==> src/rtl/keypad_lock_ctrl.sv <==
// Keypad PIN lock: decodes one-hot key scans, collects and checks a BCD PIN,
// tracks failed attempts with lockout, optional auto-relock, and buzzer tones.
module keypad_lock_ctrl #(
  parameter int unsigned             PIN_DIGITS   = 3,
  parameter logic [4*PIN_DIGITS-1:0] PIN          = 12'h246,
  parameter logic [4*PIN_DIGITS-1:0] PASS_PATTERN = 12'hBCC,
  parameter int unsigned             MAX_TRIES    = 6,
  parameter int unsigned             RELOCK_CYC   = 0,
  parameter int unsigned             CLICK_HALF   = 50000,
  parameter int unsigned             CLICK_LEN    = 10000000,
  parameter int unsigned             OK_HALF      = 25000,
  parameter int unsigned             OK_LEN       = 30000000,
  parameter int unsigned             FAIL_HALF    = 100000,
  parameter int unsigned             FAIL_LEN     = 15000000
) (
  input  logic                              i_clk,
  input  logic                              i_rst,
  input  logic [15:0]                       i_onehot,
  output logic [4*PIN_DIGITS-1:0]           o_display,
  output logic [$clog2(PIN_DIGITS+1)-1:0]   o_digits,
  output logic [$clog2(MAX_TRIES+1)-1:0]    o_tries,
  output logic                              o_unlocked,
  output logic                              o_locked,
  output logic                              o_buzzer
);

  localparam int unsigned DW  = 4 * PIN_DIGITS;
  localparam int unsigned DGW = $clog2(PIN_DIGITS + 1);
  localparam int unsigned TW  = $clog2(MAX_TRIES + 1);
  localparam int unsigned LenMax0 = (CLICK_LEN > OK_LEN) ? CLICK_LEN : OK_LEN;
  localparam int unsigned LenMax  = (LenMax0 > FAIL_LEN) ? LenMax0 : FAIL_LEN;
  localparam int unsigned HalfMax0 = (CLICK_HALF > OK_HALF) ? CLICK_HALF : OK_HALF;
  localparam int unsigned HalfMax  = (HalfMax0 > FAIL_HALF) ? HalfMax0 : FAIL_HALF;
  localparam int unsigned CW = $clog2(LenMax + 1);
  localparam int unsigned HW = $clog2(HalfMax + 1);
  localparam int unsigned RW = (RELOCK_CYC > 1) ? $clog2(RELOCK_CYC) : 1;
  localparam int unsigned RelockLast = (RELOCK_CYC > 0) ? RELOCK_CYC - 1 : 0;
  localparam bit          RelockEn   = (RELOCK_CYC > 0);

  localparam logic [3:0] KeyEnter = 4'd10;
  localparam logic [3:0] KeyClear = 4'd11;
  localparam logic [3:0] KeyAdmin = 4'd12;
  localparam logic [3:0] KeyNone  = 4'd15;

  localparam logic [DW-1:0] Blank = {PIN_DIGITS{4'hF}};

  typedef enum logic [1:0] {StEntry, StOpen, StLockout} state_e;
  typedef enum logic [1:0] {ToneIdle, ToneClick, ToneOk, ToneFail} tone_e;

  logic [15:0]    r_onehot;
  logic [3:0]     r_key_prev;
  state_e         r_state;
  logic [DW-1:0]  r_display;
  logic [DGW-1:0] r_digits;
  logic [TW-1:0]  r_tries;
  logic [RW-1:0]  r_relock_cnt;
  tone_e          r_tone;
  logic [CW-1:0]  r_tone_cnt;
  logic [HW-1:0]  r_half_cnt;
  logic           r_phase;

  logic [3:0]     w_key;
  logic           w_event;
  logic           w_is_digit;
  logic           w_full;
  state_e         w_state_nxt;
  logic [DW-1:0]  w_display_nxt;
  logic [DGW-1:0] w_digits_nxt;
  logic [TW-1:0]  w_tries_nxt;
  tone_e          w_tone_req;
  tone_e          w_tone_nxt;
  logic [CW-1:0]  w_tone_cnt_nxt;
  logic [HW-1:0]  w_half_cnt_nxt;
  logic           w_phase_nxt;
  logic [CW-1:0]  w_len_m1;
  logic [HW-1:0]  w_half_m1;
  logic           w_mute;

  always_comb begin
    w_key = KeyNone;
    case (r_onehot)
      16'h0008: w_key = 4'd0;
      16'h0080: w_key = 4'd1;
      16'h0040: w_key = 4'd2;
      16'h0020: w_key = 4'd3;
      16'h0800: w_key = 4'd4;
      16'h0400: w_key = 4'd5;
      16'h0200: w_key = 4'd6;
      16'h8000: w_key = 4'd7;
      16'h4000: w_key = 4'd8;
      16'h2000: w_key = 4'd9;
      16'h0001: w_key = KeyEnter;
      16'h1000: w_key = KeyClear;
      16'h0100: w_key = KeyAdmin;
      default:  w_key = KeyNone;
    endcase
  end

  // A key only counts when it follows an idle scan; key-to-key slides are ignored.
  assign w_event    = (w_key != KeyNone) && (r_key_prev == KeyNone);
  assign w_is_digit = (w_key <= 4'd9);
  assign w_full     = (r_digits == DGW'(PIN_DIGITS));

  always_comb begin
    w_state_nxt   = r_state;
    w_display_nxt = r_display;
    w_digits_nxt  = r_digits;
    w_tries_nxt   = r_tries;
    w_tone_req    = ToneIdle;
    case (r_state)
      StEntry: begin
        if (w_event) begin
          if (w_is_digit) begin
            if (!w_full) begin
              w_display_nxt = (r_display << 4) | DW'(w_key);
              w_digits_nxt  = r_digits + DGW'(1);
              w_tone_req    = ToneClick;
            end
          end else if (w_key == KeyClear) begin
            w_display_nxt = Blank;
            w_digits_nxt  = '0;
            w_tone_req    = ToneClick;
          end else if (w_key == KeyAdmin) begin
            w_display_nxt = Blank;
            w_digits_nxt  = '0;
            w_tries_nxt   = '0;
            w_tone_req    = ToneClick;
          end else if (w_key == KeyEnter && w_full) begin
            if (r_display == PIN) begin
              w_state_nxt   = StOpen;
              w_display_nxt = PASS_PATTERN;
              w_tone_req    = ToneOk;
            end else begin
              w_tone_req    = ToneFail;
              w_digits_nxt  = '0;
              w_tries_nxt   = r_tries + TW'(1);
              w_display_nxt = Blank;
              if (r_tries == TW'(MAX_TRIES - 1)) begin
                w_state_nxt   = StLockout;
                w_display_nxt = '0;
              end
            end
          end
        end
      end
      StOpen: begin
        if (w_event && (w_key == KeyClear || w_key == KeyAdmin)) begin
          w_state_nxt   = StEntry;
          w_display_nxt = Blank;
          w_digits_nxt  = '0;
          w_tries_nxt   = '0;
          w_tone_req    = ToneClick;
        end else if (RelockEn && r_relock_cnt == RW'(RelockLast)) begin
          w_state_nxt   = StEntry;
          w_display_nxt = Blank;
          w_digits_nxt  = '0;
        end
      end
      StLockout: begin
        if (w_event && w_key == KeyAdmin) begin
          w_state_nxt   = StEntry;
          w_display_nxt = Blank;
          w_digits_nxt  = '0;
          w_tries_nxt   = '0;
          w_tone_req    = ToneClick;
        end
      end
      default: w_state_nxt = StEntry;
    endcase
  end

  always_comb begin
    w_len_m1  = CW'(CLICK_LEN - 1);
    w_half_m1 = HW'(CLICK_HALF - 1);
    case (r_tone)
      ToneOk: begin
        w_len_m1  = CW'(OK_LEN - 1);
        w_half_m1 = HW'(OK_HALF - 1);
      end
      ToneFail: begin
        w_len_m1  = CW'(FAIL_LEN - 1);
        w_half_m1 = HW'(FAIL_HALF - 1);
      end
      default: ;
    endcase
  end

  always_comb begin
    w_tone_nxt     = r_tone;
    w_tone_cnt_nxt = r_tone_cnt;
    w_half_cnt_nxt = r_half_cnt;
    w_phase_nxt    = r_phase;
    if (w_tone_req != ToneIdle) begin
      w_tone_nxt     = w_tone_req;
      w_tone_cnt_nxt = '0;
      w_half_cnt_nxt = '0;
      w_phase_nxt    = 1'b1;
    end else if (r_tone != ToneIdle) begin
      if (r_tone_cnt == w_len_m1) begin
        w_tone_nxt     = ToneIdle;
        w_tone_cnt_nxt = '0;
        w_half_cnt_nxt = '0;
        w_phase_nxt    = 1'b0;
      end else begin
        w_tone_cnt_nxt = r_tone_cnt + CW'(1);
        if (r_half_cnt == w_half_m1) begin
          w_half_cnt_nxt = '0;
          w_phase_nxt    = ~r_phase;
        end else begin
          w_half_cnt_nxt = r_half_cnt + HW'(1);
        end
      end
    end
  end

  // Fail tone is silent across its middle third.
  assign w_mute = (r_tone == ToneFail) && (r_tone_cnt >= CW'(FAIL_LEN / 3)) &&
                  (r_tone_cnt < CW'((2 * FAIL_LEN) / 3));

  always_ff @(posedge i_clk) begin
    if (i_rst) begin
      r_onehot     <= '0;
      r_key_prev   <= KeyNone;
      r_state      <= StEntry;
      r_display    <= Blank;
      r_digits     <= '0;
      r_tries      <= '0;
      r_relock_cnt <= '0;
      r_tone       <= ToneIdle;
      r_tone_cnt   <= '0;
      r_half_cnt   <= '0;
      r_phase      <= 1'b0;
    end else begin
      r_onehot     <= i_onehot;
      r_key_prev   <= w_key;
      r_state      <= w_state_nxt;
      r_display    <= w_display_nxt;
      r_digits     <= w_digits_nxt;
      r_tries      <= w_tries_nxt;
      r_relock_cnt <= (r_state == StOpen) ? r_relock_cnt + RW'(1) : '0;
      r_tone       <= w_tone_nxt;
      r_tone_cnt   <= w_tone_cnt_nxt;
      r_half_cnt   <= w_half_cnt_nxt;
      r_phase      <= w_phase_nxt;
    end
  end

  assign o_display  = r_display;
  assign o_digits   = r_digits;
  assign o_tries    = r_tries;
  assign o_unlocked = (r_state == StOpen);
  assign o_locked   = (r_state == StLockout);
  assign o_buzzer   = (r_tone != ToneIdle) && r_phase && !w_mute;

endmodule

==> config.mk <==
export PLATFORM = sky130hd
export DESIGN_NAME = keypad_lock_ctrl
export DESIGN_NICKNAME = d
export VERILOG_FILES = /design/src/rtl/keypad_lock_ctrl.sv
export SDC_FILE = /design/constraint.sdc
export NUM_CORES = 1
export LEC_CHECK = 0
export BUFFER_PORTS_ARGS = -buffer_cell sky130_fd_sc_hd__buf_2
export CORE_MARGIN = 1
export CORE_UTILIZATION = 25
export DETAILED_ROUTE_END_ITERATION = 8
export GPL_TIMING_DRIVEN = 0
export PLACE_DENSITY = 0.47
export SLEW_MARGIN = 25
export SYNTH_ARGS = -nofsm -noshare
export SYNTH_HDL_FRONTEND = slang
export SYNTH_SLANG_ARGS = --single-unit
==> constraint.sdc <==
create_clock -name i_clk -period 3.6 [get_ports i_clk]
set_input_delay 0.18 -clock i_clk [delete_from_list [all_inputs] [get_ports i_clk]]
set_output_delay 0.18 -clock i_clk [all_outputs]
set_load 0.01 [all_outputs]
==> impl_metrics.py <==
metrics = {
    "sta": {
        "finalCriticalPeriod_ps": 3224,
        "fin_setup_tns_ps": 0,
        "max_clock_freq_ghz": 0.3101,
        "worstMarginPinSlew_ps": 650.7,
        "unrepaired_setup_endpoints_after_global_routing": "no",
        "worst_slack_ps": 375.6,
        "finClkSkew_ps": 4.285,
        "final_report_max_slew_violation_count": 0,
        "setup-violations-final": 0,
        "slew_headroom_pct": 56.22,
        "fin_worst_hold_slack_ps": 38.16,
        "final.period_utilization_pct": 89.57,
        "report.final.hold_viol_count": 0,
    },
    "run": {
        "max_cap_violations": 0,
    },
    "synth": {
        "synth_enable_flop_cells": 0,
        "netlist_instances": 565,
        "yosysWarnings": 0,
        "ys_dominant_reg_cell": "dfxtp_1",
        "synth.net_count": 593,
        "synth.ff_latch_count": 84,
        "synth_cell_types": 63,
        "post_synth_instance_area_um2": 4609,
        "mean_syn_cell_area_um2": 8.158,
        "proportion_of_synthesized_flip_flops_having_asynchronous_set_or_reset_pct": 0,
        "synth_seq_area_share_pct": 36.48,
    },
    "global_routing": {
        "first_global_vias": 4177,
        "pin_count_of_the_biggest_net_entering_global_routing": 14,
        "global_route_wire_length_before_repair_mm": 20.42,
        "grt_util_all_layers_pct": 13.70,
        "globalRoute.totalOverflow": 0,
        "grt_antenna_before_repair": 0,
    },
    "place": {
        "dpl_ws_ps": 173.1,
        "buffer_ports.inserted": 37,
        "place.detailed.instances": 831,
        "hpwl_mm": 8.987,
        "gpl.final_weighted_congestion": 0.8109,
    },
    "finish": {
        "number_of_antenna_cells_inserted": 0,
        "final_net_count": 642,
        "finish.cell_count_without_fillers": 848,
        "drive_above_1_share_pct": 13.09,
        "flow.area_growth_from_synthesis_pct": 17.48,
    },
    "clock_network": {
        "clkSlewWorstSetupHoldPaths_ps": 60,
        "cts-htree-levels": 3,
        "root_buffer": "clkbuf_16",
        "tritoncts.num_buffers": 9,
        "clock_sinks": 84,
        "cts_max_path_buffers": 2,
        "tritoncts": "built",
        "clock_insertion_delay_worst_skew_ps": 350,
    },
    "status": {
        "status": "finished clean",
    },
    "die": {
        "placement_rows": 49,
        "top_level_ports": 38,
        "design.die.area_um2": 18980,
        "die_boundary_width_um": 137.8,
        "initial_core_util_pct": 25.57,
        "die_y_um": 137.8,
        "area_of_the_core_um2": 18020,
    },
    "routing": {
        "post-route-drc-count": 0,
        "routed-via-count": 4288,
        "wirelength_mm": 11.91,
        "routed_wire_length_per_instance_um": 14.05,
        "drt-initial-drc-count": 267,
        "pre_antenna_drt_iters": 4,
        "antenna_left": 0,
        "avgViaCountPerCell": 5.057,
    },
    "worst_setup_path": {
        "crit_fanout": 10,
        "cp.required_ps": 3860,
        "cp-end-kind": "flop",
        "timing.critical_path.arrival_ps": 3490,
        "crit_type": "reg -> reg",
        "worst_setup_path_start_kind": "flop",
    },
    "power": {
        "p_per_area_nw_per_um2": 382.6,
        "peakVddDrop_uv": 240.5,
        "p_leak_nw": 1.877,
    },
    "min_path": {
        "hold_path_class": "in -> reg",
    },
}
==> metal layers <==
layer	GRT usage (%)	share of wire (%)
met1	16.79	46
met2	23.20	48
met3	3.826	4.1
met4	3.986	1.4
met5	0	0
==> critical path: stages (launching register included) <==
cell and delay (ps):
dfxtp_1 300, buf_6 130, nor4_4 410, nand2_2 170, nor4_2 520, nand4b_1 300, nand2b_1 170, a211oi_1 390
o211ai_1 150, buf_4 170, clkbuf_2 210, nor3_1 220
==> synthesized netlist by cell type, types with 2 or more instances <==
cell / n / area (um2)
dfxtp_1: 84 / 1682
nor4b_1: 6 / 52.55
nor4bb_1: 3 / 30.03
or3_1: 8 / 50.05
a2bb2oi_1: 12 / 105.1
buf_2: 4 / 20.02
a21o_1: 2 / 15.01
o31a_1: 2 / 17.52
o21ai_0: 16 / 80.08
a31oi_1: 3 / 18.77
nor2_1: 56 / 210.2
a22oi_1: 2 / 15.01
and3_1: 9 / 56.30
nand4_1: 19 / 118.9
nor3_1: 43 / 215.2
o31ai_1: 4 / 30.03
xor2_1: 25 / 219.0
nor4_4: 3 / 63.81
xnor2_1: 18 / 157.7
buf_6: 2 / 22.52
o21a_1: 3 / 22.52
a21oi_1: 22 / 110.1
nand2_1: 53 / 198.9
nor2b_1: 17 / 106.4
and4_1: 2 / 17.52
a2111oi_0: 4 / 35.03
nand3_1: 23 / 115.1
nand2b_1: 6 / 37.54
or4_1: 5 / 37.54
nor4_2: 2 / 25.02
nand3b_1: 4 / 30.03
ha_1: 10 / 125.1
a211o_1: 2 / 17.52
nor4_1: 14 / 87.58
inv_1: 17 / 63.81
mux2_2: 2 / 22.52
nor3b_1: 2 / 15.01
clkbuf_1: 24 / 90.09
o221ai_1: 2 / 17.52
mux2i_1: 2 / 20.02
nand4b_1: 4 / 35.03
o211ai_1: 3 / 22.52
==> state kept, by name, indices dropped and copies added (netlist names) <==
signal,cells
r_tone_cnt,25
r_state,2
r_key_prev,4
r_phase,1
o_digits,2
r_tone,2
r_onehot,16
o_tries,3
r_half_cnt,17
o_display,12
==> power by group <==
part	switching, mW	total (mW)	internal (mW)
combinational	0.0692	0.118	0.0487
clock	0.377	1.00	0.626
sequential	0.0109	0.951	0.941
==> cell usage in the layout, fill, tap and decap left out, types with 4 or more instances in the layout <==
master	instances
o31ai_1	4
ha_1	10
and3_1	9
nor4_1	14
nand2_1	53
o21ai_0	16
nor2_1	55
a2111oi_0	4
nand3b_1	4
nor3_1	43
a2bb2oi_1	12
clkbuf_16	9
xor2_1	25
nor2b_1	17
dfxtp_1	84
nor4b_1	6
buf_2	41
xnor2_1	18
or4_1	5
nand4_1	19
clkbuf_2	5
nand3_1	23
nand2b_1	6
nand4b_1	4
a21oi_1	22
or3_1	8
inv_1	17
clkbuf_1	22
==> repair_timing <==
action / 4_1_cts / 5_1_grt
buffers inserted: 0 / 1
hold buffers: 0 / 0
hold endpoints to repair: 0 / 0
resized for setup: 0 / 9
endpoints found under the setup margin: 0 / 40
==> cell families after synthesis <==
family	share of synthesized area (%)
compound gates	12.70
xor+xnor	8.170
fa+ha+maj	2.714
buf+inv	4.533
flops	36.48
mux	0.9229
simple gates	34.47
==> worst paths after layout <==
kind / from / endpoint / slack, ps / cells past startpoint
setup / recovery: r_onehot[12] / r_tone_cnt[3] / 380 / 11
setup reg to reg: r_onehot[12] / r_tone_cnt[3] / 380 / 11
hold reg to reg: o_display[6] / o_display[10] / 490 / 2
hold / removal: i_onehot[7] / r_onehot[7] / 40 / 2
==> per-stage QoR <==
step / area (um2) / util [%] / total power [mW]
floorplan: 4609 / - / 1.055
global placement: 5081 / 28.19 / 1.087
detailed placement: 5081 / 28.19 / 1.090
CTS: 5400 / 29.96 / 2.107
global route: 5415 / 30.04 / 2.157
finish: 5415 / 30.04 / 2.072
==> final cells by class <==
cell class,count,area [um2]
clock buffer,12,246.5
timing repair buffer,38,192.7
clock inverter,4,72.57
sequential,84,1682
inverter,17,63.81
multi-input combinational,432,2721
fill,1953,12610
buffer,32,150.1
tap,229,286.5
Power figures use the tool's default switching activity.
